**src/rtl/csa_sum_pipe.sv**
```systemverilog
// Two-stage pipelined N-operand adder: a carry-save reduction in S1, then a carry-propagate add in S2.
// Define CSA_ACCUM_EN to add the running accumulator and the in_acc input path.
module csa_sum_pipe #(
  parameter int N  = 10,
  parameter int W  = 8,
  parameter int SW = 12
) (
  input  logic            clk,
  input  logic            rst_n,
  input  logic            in_valid,
  output logic            in_ready,
  input  logic [N*W-1:0]  in_ops,
  input  logic            in_acc,
  output logic            out_valid,
  input  logic            out_ready,
  output logic [SW-1:0]   out_sum,
  output logic            out_co
);

  if (N < 3) begin : g_n_check
    $error("csa_sum_pipe: N must be at least 3");
  end
  if (SW < W + $clog2(N)) begin : g_sw_check
    $error("csa_sum_pipe: SW must be at least W + clog2(N)");
  end

  // Operands are zero-extended to SW+1 bits so that the top carry is never lost.
  logic [SW:0] op_ext [N];

  for (genvar gi = 0; gi < N; gi++) begin : g_ext
    assign op_ext[gi] = {{(SW + 1 - W){1'b0}}, in_ops[gi*W +: W]};
  end

  // Chain of 3:2 compressors; stage gi folds operand gi+2 into the running sum/carry pair.
  for (genvar gi = 0; gi < N - 2; gi++) begin : g_csa
    logic [SW:0] a;
    logic [SW:0] b;
    logic [SW:0] c;
    logic [SW:0] s;
    logic [SW:0] cy;
    if (gi == 0) begin : g_first
      assign a = op_ext[0];
      assign b = op_ext[1];
    end else begin : g_next
      assign a = g_csa[gi-1].s;
      assign b = g_csa[gi-1].cy;
    end
    assign c  = op_ext[gi+2];
    assign s  = a ^ b ^ c;
    assign cy = ((a & b) | (a & c) | (b & c)) << 1;
  end

  logic [SW:0] tree_sum;
  logic [SW:0] tree_carry;
  assign tree_sum   = g_csa[N-3].s;
  assign tree_carry = g_csa[N-3].cy;

  logic            s1_valid_q, s1_valid_d;
  logic [SW:0]     s1_sum_q, s1_sum_d;
  logic [SW:0]     s1_carry_q, s1_carry_d;
  logic            s2_valid_q, s2_valid_d;
  logic [SW-1:0]   out_sum_q, out_sum_d;
  logic            s2_adv;
  logic            xfer;
  logic            accept;
  logic [SW:0]     p;

`ifdef CSA_ACCUM_EN
  logic            s1_acc_q, s1_acc_d;
  logic [SW-1:0]   acc_q, acc_d;
  logic            out_co_q, out_co_d;

  assign p      = s1_sum_q + s1_carry_q + (s1_acc_q ? {1'b0, acc_q} : {(SW + 1){1'b0}});
  assign out_co = out_co_q;
`else
  logic            unused_in_acc;
  logic            unused_p_msb;

  assign p             = s1_sum_q + s1_carry_q;
  assign out_co        = 1'b0;
  assign unused_in_acc = in_acc;
  assign unused_p_msb  = p[SW];
`endif

  always_comb begin
    s2_adv     = !s2_valid_q | out_ready;
    xfer       = s1_valid_q & s2_adv;
    in_ready   = !s1_valid_q | s2_adv;
    accept     = in_valid & in_ready;

    s1_valid_d = accept | (s1_valid_q & ~xfer);
    s1_sum_d   = accept ? tree_sum : s1_sum_q;
    s1_carry_d = accept ? tree_carry : s1_carry_q;

    // A transfer on the same edge as a pop keeps S2 full with the new result.
    s2_valid_d = xfer | (s2_valid_q & ~out_ready);
    out_sum_d  = xfer ? p[SW-1:0] : out_sum_q;
`ifdef CSA_ACCUM_EN
    s1_acc_d   = accept ? in_acc : s1_acc_q;
    acc_d      = xfer ? p[SW-1:0] : acc_q;
    out_co_d   = xfer ? p[SW] : out_co_q;
`endif
  end

  always_ff @(posedge clk or negedge rst_n) begin
    if (!rst_n) begin
      s1_valid_q <= 1'b0;
      s1_sum_q   <= '0;
      s1_carry_q <= '0;
      s2_valid_q <= 1'b0;
      out_sum_q  <= '0;
`ifdef CSA_ACCUM_EN
      s1_acc_q   <= 1'b0;
      acc_q      <= '0;
      out_co_q   <= 1'b0;
`endif
    end else begin
      s1_valid_q <= s1_valid_d;
      s1_sum_q   <= s1_sum_d;
      s1_carry_q <= s1_carry_d;
      s2_valid_q <= s2_valid_d;
      out_sum_q  <= out_sum_d;
`ifdef CSA_ACCUM_EN
      s1_acc_q   <= s1_acc_d;
      acc_q      <= acc_d;
      out_co_q   <= out_co_d;
`endif
    end
  end

  assign out_valid = s2_valid_q;
  assign out_sum   = out_sum_q;

endmodule

```
**config.mk**
```make
export PLATFORM = sky130hd
export DESIGN_NAME = csa_sum_pipe
export DESIGN_NICKNAME = d
export VERILOG_FILES = /design/src/rtl/csa_sum_pipe.sv
export SDC_FILE = /design/constraint.sdc
export NUM_CORES = 1
export LEC_CHECK = 0
export BUFFER_PORTS_ARGS = -buffer_cell sky130_fd_sc_hd__buf_2
export CORE_AREA = 3 3 97 99
export DETAILED_ROUTE_END_ITERATION = 8
export DIE_AREA = 0 0 100 102
export SYNTH_ARGS = -nofsm -noshare
export SYNTH_HDL_FRONTEND = slang
export SYNTH_SLANG_ARGS = --single-unit
```
**constraint.sdc**
```tcl
create_clock -name clk -period 2.3 [get_ports clk]
set_input_delay 0.115 -clock clk [delete_from_list [all_inputs] [get_ports clk]]
set_output_delay 0.115 -clock clk [all_outputs]
set_load 0.02 [all_outputs]
```
# Word-level counts from Yosys, hierarchy flattened
# Index checks and enable logic that the tools add are counted.
# totals
regBits,37
in_bits,85
word_cells,74
# classes
add_sub_neg,1
bitwise,66
n_reduce_logical,2
# ops
cell,count
$and A11 B8 Y11,9
$or A11 B11 Y11,9
$xor A12 B8 Y12,4
$and A11 B11 Y11,4
$xor A12 B12 Y12,3
$and A8 B8 Y8,4
$and A10 B8 Y10,2
$and A9 B8 Y9,2
$or A8 B8 Y8,2
$xor A8 B8 Y8,2
$add A12 B12 Y12,1
$xor A11 B12 Y12,1
$and A10 B11 Y11,1
$or A11 B10 Y11,1
$xor A10 B11 Y11,1
$xor A11 B8 Y11,1
$and A9 B10 Y10,1
$or A10 B10 Y10,1
$or A10 B9 Y10,1
$xor A10 B8 Y10,1
$xor A9 B10 Y10,1
$and A8 B9 Y9,1
$or A9 B8 Y9,1
$or A9 B9 Y9,1
other kinds (6),14

# Logic depth before layout (Yosys ltp)
# logic_depth
ltp_word,24
ltp_mapped,13
ltp_nobuf,13

# Least setup slack after synthesis
# No wires, ideal clock.
# synth_timing
path_kind,input-to-reg
from,in in_ops[7]
to,reg s1_sum_q[7]
setup_time_ns,0.128
t_arrival_ns,4.272
path_slack_ns,-2.100
path_stages,13
path_buffers,0
path_cell_list,fa_1 > fa_1 > fa_1 > inv_1 > fa_1 > inv_1 > fa_1 > inv_1 > fa_1 > inv_1 > fa_1 > fa_1 > mux2_1
# synth_via
elab_chain_len,16
# synth_rtl
item,line,text
start: declaration,12,"input logic [N*W-1:0] in_ops,"
$xor A8 B8 Y8 (2 in series),49,assign s = a ^ b ^ c;
$xor A8 B9 Y9,49,
$xor A9 B8 Y9,49,
$xor A9 B10 Y10,49,
$xor A10 B8 Y10,49,
$xor A10 B11 Y11,49,
$xor A11 B8 Y11,49,
$xor A11 B12 Y12,49,
$xor A12 B8 Y12,49,
$xor A12 B12 Y12,49,
$xor A12 B8 Y12,49,
$xor A12 B12 Y12,49,
$xor A12 B8 Y12,49,
$xor A12 B12 Y12,49,
$xor A12 B8 Y12,49,
named net g_csa[7].s[7],39,logic [SW:0] s;
end signal: assignment,119,s1_sum_q <= s1_sum_d;
end: declaration,59,"logic [SW:0] s1_sum_q, s1_sum_d;"
# The timed path passes the listed nets, and every way through them passes these cells.
# A chain may end at the register's enable or synchronous reset.

# Worst setup path in the final report
# Same ends and word-level chain as after synthesis.

==> flow_summary_export.csv <==
group,metric,value,unit
routing,wl_met3,403,um
clocking,cts_max_level,2,
pwr,p_comb_share,71.7,%
worst_setup_path,r2r_setup_slack,0.25,ns
routing,drc,0,
synth,syn_inst,283,
global_routing,grt_max_degree,38,
worst_setup_path,crit_arrival,4.45,ns
routing,vias_per_cell,4.62,
floorplanning,core-area,0.00864,mm^2
global_routing,grt_usage,13.2,%
place,io_buffers,97,
worst_setup_path,r2r-start,"s1_sum_q[1]$_DFFE_PN0P_",
clocking,insertion_delay,0.29,ns
synth,yosys.area.top_type,"fa_1",
worst_setup_path,crit_path_max_incr_delay,0.55,ns
synth,synth_area_leaders,"fa_1, dfrtp_1, ha_1",
routing,wl_per_cell,12.5,um
clocking,post_cts_buffers,0,
final_layout,area_delta_synth_final,30.4,%
clocking,cts_made_buffers,5,
pwr,switching_share,40.9,%
worst_setup_path,cp_cell_sequence,"buf_6 > fa_1 > fa_1 > fa_1 > inv_1 > fa_1 > inv_1 > fa_1 > inv_1 > fa_1 > inv_1 > fa_1 > fa_1 > mux2_4",
final_layout,diodes,0,
clocking,cts.sinks,37,
global_routing,antenna_found_initial,0,
worst_setup_path,timing.critical_path.mode_cell,"fa_1",
worst_hold_path,min-delay-start,"in_valid",
final_layout,mostFrequentLayoutCells,"buf_2, fa_1, inv_1",
worst_setup_path,crit_fanout,1,
timing,finalSetupViolCount,23,
floorplanning,die-width,100,um
status,violations,"setup timing",
final_layout,finalNetCount,564,
synth,avgSynthCellArea,12.1,um^2
timing,finalMaxSlewViolations,0,
synth,syn_area,0.00341,mm^2
synth,synth.top_cell.area_share,35.2,%
worst_setup_path,slowest_stage,"fa_1",
clocking,cts.reportedPaths.clkPinSlew,0.08,ns
synth,synth_nets,457,
clocking,cts.path.max_buffers,2,
routing,drt-pass1-iter-count,4,
timing,hold_violations,0,
synth,yosysWarnings,0,
worst_setup_path,reg2reg_to,"out_sum[9]$_DFFE_PN0P_",
place,dp_hpwl,5330,um
timing,rsz0062_at_grt,"yes",
timing,fmax,234,MHz
place,pre_cts_slack,-2.33,ns
worst_setup_path,reg2regPathDepth,8,
floorplanning,die_h,102,um
pwr,leakagePower,2.18,nW
floorplanning,start_util,39.5,%
worst_setup_path,start_kind,"input port",
timing,slew_headroom,45.2,%
worst_setup_path,cp-end-kind,"flop",
routing,wl_met1,2440,um
floorplanning,die_area,0.0102,mm^2
clocking,cts_tree,"done",
timing,worstMarginPinSlew,0.821,ns
synth,ys.flop_type,"dfrtp_1",
synth,yosysUniqueCellTypes,37,
pwr,p_seq_share,18.9,%
global_routing,grt_pass1_vias,2482,
final_layout,layout-drive-gt1-share,42.7,%
timing,fin_crit_sh,186,%
routing,routed-wl-met2,3350,um
global_routing,grt_remaining_overflow,0,
synth,synth-seq-cells,37,
pwr,irDropWorstVdd,0.492,mV
worst_hold_path,hold_end,"s1_valid_q$_DFF_PN0_",
timing,worst_slack,-1.98,ns
pwr,pwr-share-clk,9.5,%
timing,holdWs,0.0237,ns
synth,seq_area_frac_synth,27.1,%
worst_hold_path,whs_path_depth,2,
pwr,switching_power,2.42,mW
final_layout,layout_commonest_cell,"buf_2",
place,gp_congestion,0.842,
timing,finClkSkew,0.00783,ns
status,status,"finished, violations left",
synth,async_flop_share,100,%
pwr,p_per_area,1330,mW/mm^2
worst_setup_path,required,2.47,ns
final_layout,fillers,789,
routing,highest_layer,"met4",
routing,drtAntennaViolNets,0,
pwr,internal-power,3.50,mW
worst_setup_path,crit_type,"in -> reg",
floorplanning,io_pins,100,
global_routing,grt_pass1_wl,11000,um
worst_hold_path,min_path_type,"in -> reg",
routing,drtIter0Drc,45,
floorplanning,num_rows,34,
timing,layout_min_cycle_time,4.28,ns
routing,vias,2304,
synth,synth_edf_count,0,
job,drv_cap,0,
clocking,clock-root-buffer,"clkbuf_8",
routing,routed_wl,6260,um
critical path: cells and delay by family:
kind | cells | cell delay [ns]
mux | 1 | 0.27
fa+ha+maj | 8 | 3.78
buf+inv | 5 | 0.29
Yosys cell counts, types with 3 or more instances:
library cell and n:
nand2b_1 5, mux2_1 21, xor2_1 3, nor3_1 5, inv_1 46, nand2_1 22
fa_1 60, ha_1 29, o21ai_1 9, dfrtp_1 37, a21oi_1 9
layout make-up:
cell class | count | area, um^2 | area share [%]
inverters | 46 | 180 | 4.05
clock inverters | 2 | 38.8 | 0.872
well taps | 108 | 135 | 3.04
clock buffers | 6 | 72.6 | 1.63
flip-flops and latches | 37 | 926 | 20.8
multi-input cells | 194 | 2470 | 55.6
repair buffers | 106 | 624 | 14.0
per-layer routing:
metal | vias up | global-route usage [%]
li1 | 1116 | -
met1 | 1128 | 16.9
met2 | 53 | 23.0
met3 | 7 | 3.55
met4 | 0 | 2.18
met5 | - | 0
power by group through the flow:
stage	sequential, mW	clock, mW	combinational [mW]
6_report	1.12	0.560	4.24
5_1_grt	1.16	0.606	5.01
4_1_cts	1.12	0.577	4.39
3_5_place_dp	1.14	0	4.00
3_3_place_gp	1.13	0	3.90
2_1_floorplan	1.22	0	2.86
cell families (layout without fill, tap and decap cells):
| family | Yosys count | count (layout) | synth area share [%] |
|---|---|---|---|
| fa+ha+maj | 89 | 89 | 45.8 |
| xor+xnor | 5 | 5 | 1.28 |
| other cells | 1 | 1 | 0.110 |
| mux | 21 | 21 | 6.93 |
| buf+inv | 52 | 160 | 6.01 |
| simple gates | 45 | 45 | 6.38 |
| flops | 37 | 37 | 27.1 |
| compound gates | 33 | 33 | 6.34 |
what timing repair did:
item	4_1_cts	5_1_grt
hold buffers	1	0
gates resized for setup	33	4
cloned	0	0
pin swaps	9	8
endpoints found under the hold margin	37	0
endpoints found under the setup margin	23	23
sequential cells by signal, indices dropped and copies added, names as in the netlist:
signal      flops
out_sum        12
s1_valid_q      1
s1_carry_q     11
s1_sum_q       12
out_valid       1
how the worst max path moves through the flow:
| stage | start | cells past startpoint | endpoint | slack, ns |
|---|---|---|---|---|
| 6_report | in_ops[7] | 14 | s1_sum_q[7]$_DFFE_PN0P_ | -1.98 |
| 5_1_grt | in_ops[7] | 14 | s1_sum_q[7]$_DFFE_PN0P_ | -2.14 |
| 4_1_cts | in_ops[7] | 14 | s1_sum_q[7]$_DFFE_PN0P_ | -1.99 |
| 3_5_place_dp | in_ops[7] | 14 | s1_sum_q[7]$_DFFE_PN0P_ | -2.33 |
| 3_3_place_gp | in_ops[7] | 14 | s1_sum_q[7]$_DFFE_PN0P_ | -2.24 |
| 2_1_floorplan | in_ops[7] | 13 | s1_sum_q[7]$_DFFE_PN0P_ | -2.10 |
stage by stage:
step                instance area (um^2)  setup TNS (ns)  power [mW]  util [%]  std cells
finish                              4450          -33.99        5.92      51.5        499
global route                        4450          -36.54        6.77      51.5        499
CTS                                 4430          -34.31        6.09      51.3        499
detailed placement                  4120          -42.33        5.14      47.8        490
global placement                    4120          -41.34        5.02      47.8        490
floorplan                           3480          -36.88        4.08         -        283
No activity file was read; power rests on OpenSTA's default activity.
